`src/rtl/display_pkg.sv`:
```
// Shared widths, codes and types for the six-digit 7-segment scan controller.
package display_pkg;

   localparam int DIGIT_W    = 4;
   localparam int SEL_W      = 3;
   localparam int MAX_DIGITS = 6;

   // Mux select that turns every anode off.
   localparam logic [SEL_W-1:0] BLANK_SEL = 3'b111;

   typedef logic [DIGIT_W-1:0] bcd_digit_t;

endpackage

```
`src/rtl/scan_prescaler.sv`:
```
// Terminal-count counter 0..PRESCALE-1 with synchronous clear.
// Emits a one-cycle tick in the cycle the count sits at terminal count.
module scan_prescaler #(
   parameter int PRESCALE = 4
) (
   input  logic clk,
   input  logic rst_n,
   input  logic en,
   input  logic clr,
   output logic tick
);

   localparam int CNT_W = (PRESCALE > 2) ? $clog2(PRESCALE) : 1;
   localparam logic [CNT_W-1:0] TC = CNT_W'(PRESCALE - 1);

   logic [CNT_W-1:0] cnt_q, cnt_d;
   logic             at_tc;

   assign at_tc = (cnt_q == TC);
   assign tick  = en & ~clr & at_tc;

   always_comb begin
      cnt_d = cnt_q;
      if (clr) begin
         cnt_d = '0;
      end else if (en) begin
         cnt_d = at_tc ? '0 : cnt_q + 1'b1;
      end
   end

   always_ff @(posedge clk or negedge rst_n) begin
      if (!rst_n) begin
         cnt_q <= '0;
      end else begin
         cnt_q <= cnt_d;
      end
   end

endmodule

```
`src/rtl/display_scan_ctrl.sv`:
```
// Six-digit 7-segment scan scheduler with frame-aligned shadow reload.
// Optional per-digit blinking is built in when DISPLAY_BLINK_EN is defined.
module display_scan_ctrl
   import display_pkg::*;
#(
   parameter int CLK_HZ     = 100_000_000,
   parameter int DIGIT_HZ   = 1_000,
   parameter int NUM_DIGITS = 6
) (
   input  logic                          clk,
   input  logic                          rst_n,
   input  logic                          enable,
   input  logic [MAX_DIGITS*DIGIT_W-1:0] digits_in,
   input  logic                          load_req,
`ifdef DISPLAY_BLINK_EN
   input  logic [MAX_DIGITS-1:0]         blink_mask,
`endif
   output logic                          load_ack,
   output logic [SEL_W-1:0]              digit_sel,
   output logic [DIGIT_W-1:0]            digit_data,
   output logic                          blank,
   output logic                          scan_tick,
   output logic                          frame_done
);

   localparam int PRESCALE = CLK_HZ / DIGIT_HZ;
   localparam logic [SEL_W-1:0] LAST_SEL = SEL_W'(NUM_DIGITS - 1);

   logic                          run_q, run_d;
   logic [SEL_W-1:0]              sel_q, sel_d;
   bcd_digit_t                    data_q, data_d;
   logic [MAX_DIGITS*DIGIT_W-1:0] shadow_q, shadow_d;
   logic                          blank_q, blank_d;
   logic                          tick_q, tick_d;
   logic                          frame_q, frame_d;
   logic                          ack_q, ack_d;

   logic dwell_tick, dwell_clr, wrap, load;

   // The first enabled cycle only unblanks; the dwell count starts after it,
   // so digit 0 is visible for a full PRESCALE cycles after reset or re-enable.
   assign dwell_clr = ~enable | ~run_q;
   assign wrap      = dwell_tick & (sel_q == LAST_SEL);
   assign load      = wrap & load_req;

   scan_prescaler #(.PRESCALE(PRESCALE)) u_dwell (
      .clk   (clk),
      .rst_n (rst_n),
      .en    (enable),
      .clr   (dwell_clr),
      .tick  (dwell_tick)
   );

`ifdef DISPLAY_BLINK_EN
   localparam int BLINK_PRESCALE = CLK_HZ / 4;

   logic                 blink_tick;
   logic                 phase_q, phase_d;
   logic [2**SEL_W-1:0]  mask_ext;

   assign mask_ext = {{(2**SEL_W-MAX_DIGITS){1'b0}}, blink_mask};

   scan_prescaler #(.PRESCALE(BLINK_PRESCALE)) u_blink (
      .clk   (clk),
      .rst_n (rst_n),
      .en    (1'b1),
      .clr   (1'b0),
      .tick  (blink_tick)
   );

   always_comb begin
      phase_d = phase_q;
      if (blink_tick) begin
         phase_d = ~phase_q;
      end
   end

   always_ff @(posedge clk or negedge rst_n) begin
      if (!rst_n) begin
         phase_q <= 1'b1;
      end else begin
         phase_q <= phase_d;
      end
   end
`endif

   always_comb begin
      run_d    = enable;
      sel_d    = sel_q;
      shadow_d = shadow_q;
      ack_d    = 1'b0;
      tick_d   = dwell_tick;
      frame_d  = wrap;

      if (!enable) begin
         sel_d = '0;
      end else if (dwell_tick) begin
         sel_d = wrap ? '0 : sel_q + 1'b1;
      end

      if (load) begin
         shadow_d = digits_in;
         ack_d    = 1'b1;
      end

      // Data comes from the next shadow, so a load shows on digit 0 at once.
      data_d = shadow_d[int'(sel_d)*DIGIT_W +: DIGIT_W];

`ifdef DISPLAY_BLINK_EN
      blank_d = ~enable | (~phase_d & mask_ext[sel_d]);
`else
      blank_d = ~enable;
`endif
   end

   always_ff @(posedge clk or negedge rst_n) begin
      if (!rst_n) begin
         run_q    <= 1'b0;
         sel_q    <= '0;
         data_q   <= '0;
         shadow_q <= '0;
         blank_q  <= 1'b1;
         tick_q   <= 1'b0;
         frame_q  <= 1'b0;
         ack_q    <= 1'b0;
      end else begin
         run_q    <= run_d;
         sel_q    <= sel_d;
         data_q   <= data_d;
         shadow_q <= shadow_d;
         blank_q  <= blank_d;
         tick_q   <= tick_d;
         frame_q  <= frame_d;
         ack_q    <= ack_d;
      end
   end

   assign load_ack   = ack_q;
   assign digit_sel  = sel_q;
   assign digit_data = data_q;
   assign blank      = blank_q;
   assign scan_tick  = tick_q;
   assign frame_done = frame_q;

endmodule

```
`config.mk`:
```
export PLATFORM = sky130hd
export DESIGN_NAME = display_scan_ctrl
export DESIGN_NICKNAME = d
export VERILOG_FILES = /design/src/rtl/display_pkg.sv /design/src/rtl/scan_prescaler.sv /design/src/rtl/display_scan_ctrl.sv
export SDC_FILE = /design/constraint.sdc
export NUM_CORES = 1
export LEC_CHECK = 0
export ABC_CLOCK_PERIOD_IN_PS = 6500
export CAP_MARGIN = 20
export CORE_MARGIN = 2
export CORE_UTILIZATION = 42
export DETAILED_ROUTE_END_ITERATION = 10
export PLACE_DENSITY = 0.75
export SYNTH_ARGS = -nofsm -noshare
export SYNTH_HDL_FRONTEND = slang
export SYNTH_SLANG_ARGS = --single-unit
```
`constraint.sdc`:
```
create_clock -name clk -period 6.5 [get_ports clk]
set_input_delay 1.3 -clock clk [delete_from_list [all_inputs] [get_ports clk]]
set_output_delay 1.3 -clock clk [all_outputs]
set_load 0.02 [all_outputs]
```
==> results of run 1 <==
[worst min-delay path: cells and delay by family (launching register included)]
kind	cells	cell delay, ns
simple gates	2	0.10
flops	1	0.35
[worst max path at each step]
stage	startpoint	to
6_report	enable	digit_data[3]
2_1_floorplan	enable	digit_data[1]
4_1_cts	enable	digit_data[2]
3_3_place_gp	enable	digit_data[1]
5_1_grt	enable	digit_data[3]
3_5_place_dp	enable	digit_data[2]
[routing by layer]
layer	wire length, um	vias to the layer above	GRT usage (%)
li1	-	935	-
met5	0	-	0
met4	81	0	6.61
met1	2200	886	20.9
met2	2220	49	25.8
met3	214	7	3.93
[cells in the mapped netlist (3+ instances only)]
cell type,instances
xor2_1,10
inv_1,11
a21o_1,4
nand2b_1,5
nor2_1,21
o311ai_1,4
o21ai_0,11
and3_1,5
mux2i_1,4
or3_1,3
a21oi_1,7
nand3_1,8
o311ai_0,4
clkbuf_1,5
nand2_1,75
ha_1,3
dfrtp_1,52
[power by group]
group	internal, mW	switching [mW]
Clock	0.0761	0.108
Sequential	0.331	0.000848
Combinational	0.0156	0.0124
[layout make-up]
| class | instances | area (um2) |
|---|---|---|
| fillers | 525 | 2630 |
| repair buffers | 39 | 383 |
| flip-flops and latches | 53 | 1330 |
| inverters | 12 | 45.0 |
| well taps | 72 | 90.1 |
| multi-input cells | 185 | 1050 |
| clock buffers | 6 | 72.6 |
| clock inverters | 2 | 15.0 |
[registers in the layout, indices dropped and copies added (netlist names)]
register / flops
load_ack: 1
frame_done: 1
blank: 1
scan_tick: 1
shadow_q: 24
run_q: 1
u_dwell.cnt_q: 17
digit_sel: 3
digit_data: 4
[cells in the final DEF, fill, tap and decap left out, types with 2 or more instances in the layout]
master / Yosys / final
mux2i_1: 4 / 4
xor2_1: 10 / 10
dfrtp_1: 52 / 52
nand2_1: 75 / 75
clkbuf_8: 0 / 5
o311ai_0: 4 / 4
a21oi_1: 7 / 7
nand2b_1: 5 / 5
clkdlybuf4s50_1: 0 / 37
o311ai_1: 4 / 4
xnor2_1: 2 / 2
and2_1: 2 / 2
inv_1: 11 / 11
ha_1: 3 / 3
a21o_1: 4 / 4
and3_1: 5 / 5
and4bb_1: 2 / 2
nand4_1: 2 / 2
clkinvlp_4: 0 / 2
nand3_1: 8 / 8
o21ai_0: 11 / 11
nor2_1: 21 / 21
or3_1: 3 / 3
[cell families (layout without fill, tap and decap cells)]
family / Yosys count / in the layout
AO/OA/AOI/OAI: 37 / 37
XOR/XNOR: 12 / 12
adder cells (fa/ha/maj): 3 / 3
buffers and inverters: 21 / 59
flip-flops: 53 / 53
multiplexers: 4 / 4
AND/OR/NAND/NOR: 129 / 129
[through the flow]
stage	utilization [%]	setup WS, ns
2_1_floorplan	-	3.92
3_3_place_gp	51.6	2.88
3_5_place_dp	51.6	2.81
4_1_cts	53.2	3.14
5_1_grt	53.2	2.96
6_report	53.2	3.16
==> impl_metrics.tcl, run 1 <==
set metrics [dict create \
    setup-violations-final 0 \
    synthXorXnorAreaFrac_pct 4.25 \
    diodes 0 \
    overflow 0 \
    synth.net_count 290 \
    clkTransAtPathRegs_ns 0.10 \
    hpwl_mm 3.27 \
    ys_seq_area_share_pct 53.7 \
    timing.setup.tns_ns 0 \
    holdBufCountCts 0 \
    synth_seq_cells 53 \
    peakVddDrop_mv 0.0879 \
    status "finished, final reports clean" \
    grt_pass1_wl_mm 7.99 \
    cts_tree "yes" \
    rsz0062_at_grt "no" \
    crit_buf_inv 1 \
    grt_max_degree 54 \
    post-route-min-period_ns 3.34 \
    routedWlPerCell_um 12.8 \
    p_leak_nw 1.36 \
    worst_r2r_startpoint "u_dwell.cnt_q[0]" \
    timing.rr.end "digit_data[3]" \
    syn_area_um2 2470 \
    clk_latency_ns 0.32 \
    drive_above_1_share_pct 5.39 \
    dr.pass1.iters 4 \
    grt_pass1_vias 1783 \
    synth_area_per_cell_um2 9.55 \
    htree_levels 2 \
    min_from "shadow_q[22]" \
    skew_ns 0.0148 \
    powerDensity_nw_per_um2 183 \
    netlist_instances 259 \
    antenna_found_initial 0 \
    fp.dieH_um 80.7 \
    area_growth_pct 20.6 \
    synth_top_family_by_area "simple AND/OR/NAND/NOR gates" \
    synth_edf_count 0 \
    maxSlewViolCount 0 \
    ys.flop_type "dfrtp_1" \
    yosysUniqueCellTypes 38 \
    vias 1877 \
    relSlewSlack_pct 32.2 \
    crit_fanout 21 \
    async_reset_ff_share_pct 100 \
    fin_cells 369 \
    critPathArrivalTime_ns 3.52 \
    timing.fmax_mhz 299 \
    num-nets-final 327 \
    clkSinkCount 53 \
    start_util_pct 44.1 \
    viasPerCell 5.09 \
    start_kind "primary input" \
    die_w_um 80.7 \
    p_total_mw 0.544 \
    worstPathCellList "clkdlybuf4s50_1 -> nand2_1 -> or2_4 -> o31ai_4 -> mux2i_1 -> a21o_1 -> o311ai_1" \
    portBuffers 38 \
    worst_slew_pin_slew_ns 1.02 \
    whs_path_depth 2 \
    cts-root-buf "clkbuf_8" \
    yosys-top-cells-area "dfrtp_1 53%, nand2_1 11%, xor2_1 3.5%" \
    hold_class "flop to flop" \
    num_io_pins 39 \
    hold_slack_ns 0.474 \
    crit_required_ns 6.67 \
    cts_buffers 5 \
    drc 0 \
    die-area_um2 6520 \
    path_class "primary input to flop" \
    fin_area_um2 2980 \
    ys_warn_count 0 \
    cp_slowest_stage_delay_ns 0.70 \
    cp.depth 7 \
    drv_cap 0 \
    wl_mm 4.71 \
    synthAdderAreaFrac_pct 1.52 \
    reg2reg_slack_ns 3.76 \
    cts_setup_buffers 0 \
    first_iter_violations 123 \
    cp_slowest_cell "o31ai_4" \
    grt_usage_pct 16.1 \
    core_um2 5610 \
    dp.cells 361 \
    yosysTopAreaCellShare_pct 52.6 \
    antenna_left 0 \
    rr_worst_depth 8 \
    fin_crit_sh_pct 51.5 \
    synthSimpleGateAreaFrac_pct 24.5 \
    yosysTopAreaCell "dfrtp_1" \
    gp_congestion 0.805 \
    synthMuxAreaShare_pct 1.62 \
    crit_family "compound AO/OA/AOI/OAI gates" \
    synth_compound_area_share_pct 10.5 \
    min_to "shadow_q[22]" \
    clockBufferDepth 2 \
    hold_viol 0 \
    placed_area_um2 2890 \
    endpoint_kind "flop" \
    cts_resized 0 \
    rows 27 \
]
No activity file was read; power rests on OpenSTA's default activity.
==> run 2, diff against run 1 <==
--- a/config.mk
+++ b/config.mk
@@ -5,7 +5,7 @@
 export SDC_FILE = /design/constraint.sdc
 export NUM_CORES = 1
 export LEC_CHECK = 0
-export ABC_CLOCK_PERIOD_IN_PS = 6500
+export ABC_CLOCK_PERIOD_IN_PS = 3200
 export CAP_MARGIN = 20
 export CORE_MARGIN = 2
 export CORE_UTILIZATION = 42
==> constraint.sdc (replaced) <==
create_clock -name clk -period 3.2 [get_ports clk]
set_input_delay 0.64 -clock clk [delete_from_list [all_inputs] [get_ports clk]]
set_output_delay 0.64 -clock clk [all_outputs]
set_load 0.02 [all_outputs]
==> impl_metrics.tcl, run 2 (synthesized netlist as in run 1, its figures left out) <==
set metrics [dict create \
    vias 1848 \
    first_iter_violations 123 \
    cts_setup_buffers 0 \
    path_class "flop to flop" \
    p_leak_nw 1.41 \
    antenna_found_initial 0 \
    layout_common_cells "75 x nand2_1, 52 x dfrtp_1, 37 x clkdlybuf4s50_1" \
    maxSlewViolCount 0 \
    top_register "shadow_q" \
    worst_slew_pin_slew_ns 0.706 \
    drv_cap 0 \
    rsz0062_at_grt "no" \
    relSlewSlack_pct 52.9 \
    rows 27 \
    largest_register_ffs 24 \
    hold_viol 0 \
    diodes 0 \
    die_w_um 80.7 \
    area_growth_pct 23.7 \
    post-route-min-period_ns 2.51 \
    wl_mm 4.60 \
    dp.cells 365 \
    crit_fanout 6 \
    cts-root-buf "clkbuf_8" \
    peakVddDrop_mv 0.207 \
    clkSinkCount 53 \
    dr.pass1.iters 4 \
    timing.fmax_mhz 398 \
    status "finished, final reports clean" \
    antenna_left 0 \
    cts_tree "yes" \
    routedWlPerCell_um 12.3 \
    cts_resized 0 \
    portBuffers 38 \
    powerDensity_nw_per_um2 413 \
    start_kind "flop" \
    critPathArrivalTime_ns 2.71 \
    multi_input_area_um2 1050 \
    fin_crit_sh_pct 78.5 \
    core_um2 5610 \
    grt_usage_pct 16.1 \
    num-nets-final 331 \
    crit_required_ns 3.40 \
    cts_buffers 5 \
    grt_pass1_vias 1740 \
    gp_congestion 0.816 \
    hold_slack_ns 0.372 \
    ff_latch_area_um2 1330 \
    timing.setup.tns_ns 0 \
    setup-violations-final 0 \
    drc 0 \
    final_util_pct 54.5 \
    fp.dieH_um 80.7 \
    clkTransAtPathRegs_ns 0.09 \
    holdBufCountCts 0 \
    viasPerCell 4.95 \
    clockBufferDepth 2 \
    num-fill-cells 527 \
    skew_ns 0.00720 \
    clk_latency_ns 0.31 \
    grt_max_degree 33 \
    die-area_um2 6520 \
    hpwl_mm 3.34 \
    drive_above_1_share_pct 6.98 \
    start_util_pct 44.1 \
    hold_class "primary input to asynchronous set/reset pin" \
    grt_pass1_wl_mm 8.02 \
    overflow 0 \
    fin_cells 373 \
    endpoint_kind "flop" \
    num_io_pins 39 \
    htree_levels 2 \
    layout_commonest_cell "nand2_1" \
]
==> run 2: final timing paths <==
check                      slack, ns          endpoint  depth (start not counted)             start
max in group asynchronous       2.12             blank                          2             rst_n
min reg2reg                     0.48      shadow_q[13]                          2      shadow_q[13]
max reg2reg                     0.69     digit_data[0]                          8  u_dwell.cnt_q[0]
max                             0.69     digit_data[0]                          8  u_dwell.cnt_q[0]
min in group clk                0.48      shadow_q[13]                          2      shadow_q[13]
min                             0.37  u_dwell.cnt_q[6]                          1             rst_n
==> run 2: per-stage QoR <==
stage | power (mW) | worst slack [ns] | cell area (um2)
5_1_grt | 1.31 | 0.494 | 3060
4_1_cts | 1.28 | 0.690 | 3060
2_1_floorplan | 0.694 | 0.989 | 2470
6_report | 1.26 | 0.688 | 3060
3_5_place_dp | 0.747 | 0.445 | 2920
3_3_place_gp | 0.746 | 0.534 | 2920
==> run 2: final cells by class <==
type | count | area share, %
multi-input combinational | 185 | 34.3
sequential | 53 | 43.4
clock inverter | 3 | 2.13
timing repair buffer | 43 | 13.5
clock buffer | 5 | 2.25
inverter | 12 | 1.47
tap | 72 | 2.95
==> run 2: layer usage <==
layer / track usage, % / vias to the layer above / part of all wire (%) / wire length, um
met3: 3.60 / 6 / 3.6 / 165
met1: 22.5 / 856 / 48 / 2220
met2: 24.7 / 37 / 46 / 2140
met5: 0 / - / 0 / 0
met4: 6.10 / 0 / 1.6 / 73
li1: - / 949 / - / -
==> run 2: where the power goes <==
group | leakage [nW] | total [mW] | switching [mW] | internal (mW)
sequential | 0.692 | 0.674 | 0.00170 | 0.672
combinational | 0.653 | 0.0580 | 0.0256 | 0.0325
clock | 0.0681 | 0.532 | 0.221 | 0.311
==> run 2: critical path, stage by stage (launching register included) <==
cell	delay, ns
dfrtp_1	0.39
ha_1	0.22
and4_1	0.33
nand4_4	0.17
nor4_1	0.20
o21ai_1	0.17
a211oi_1	0.52
o311ai_0	0.26
o311ai_1	0.14
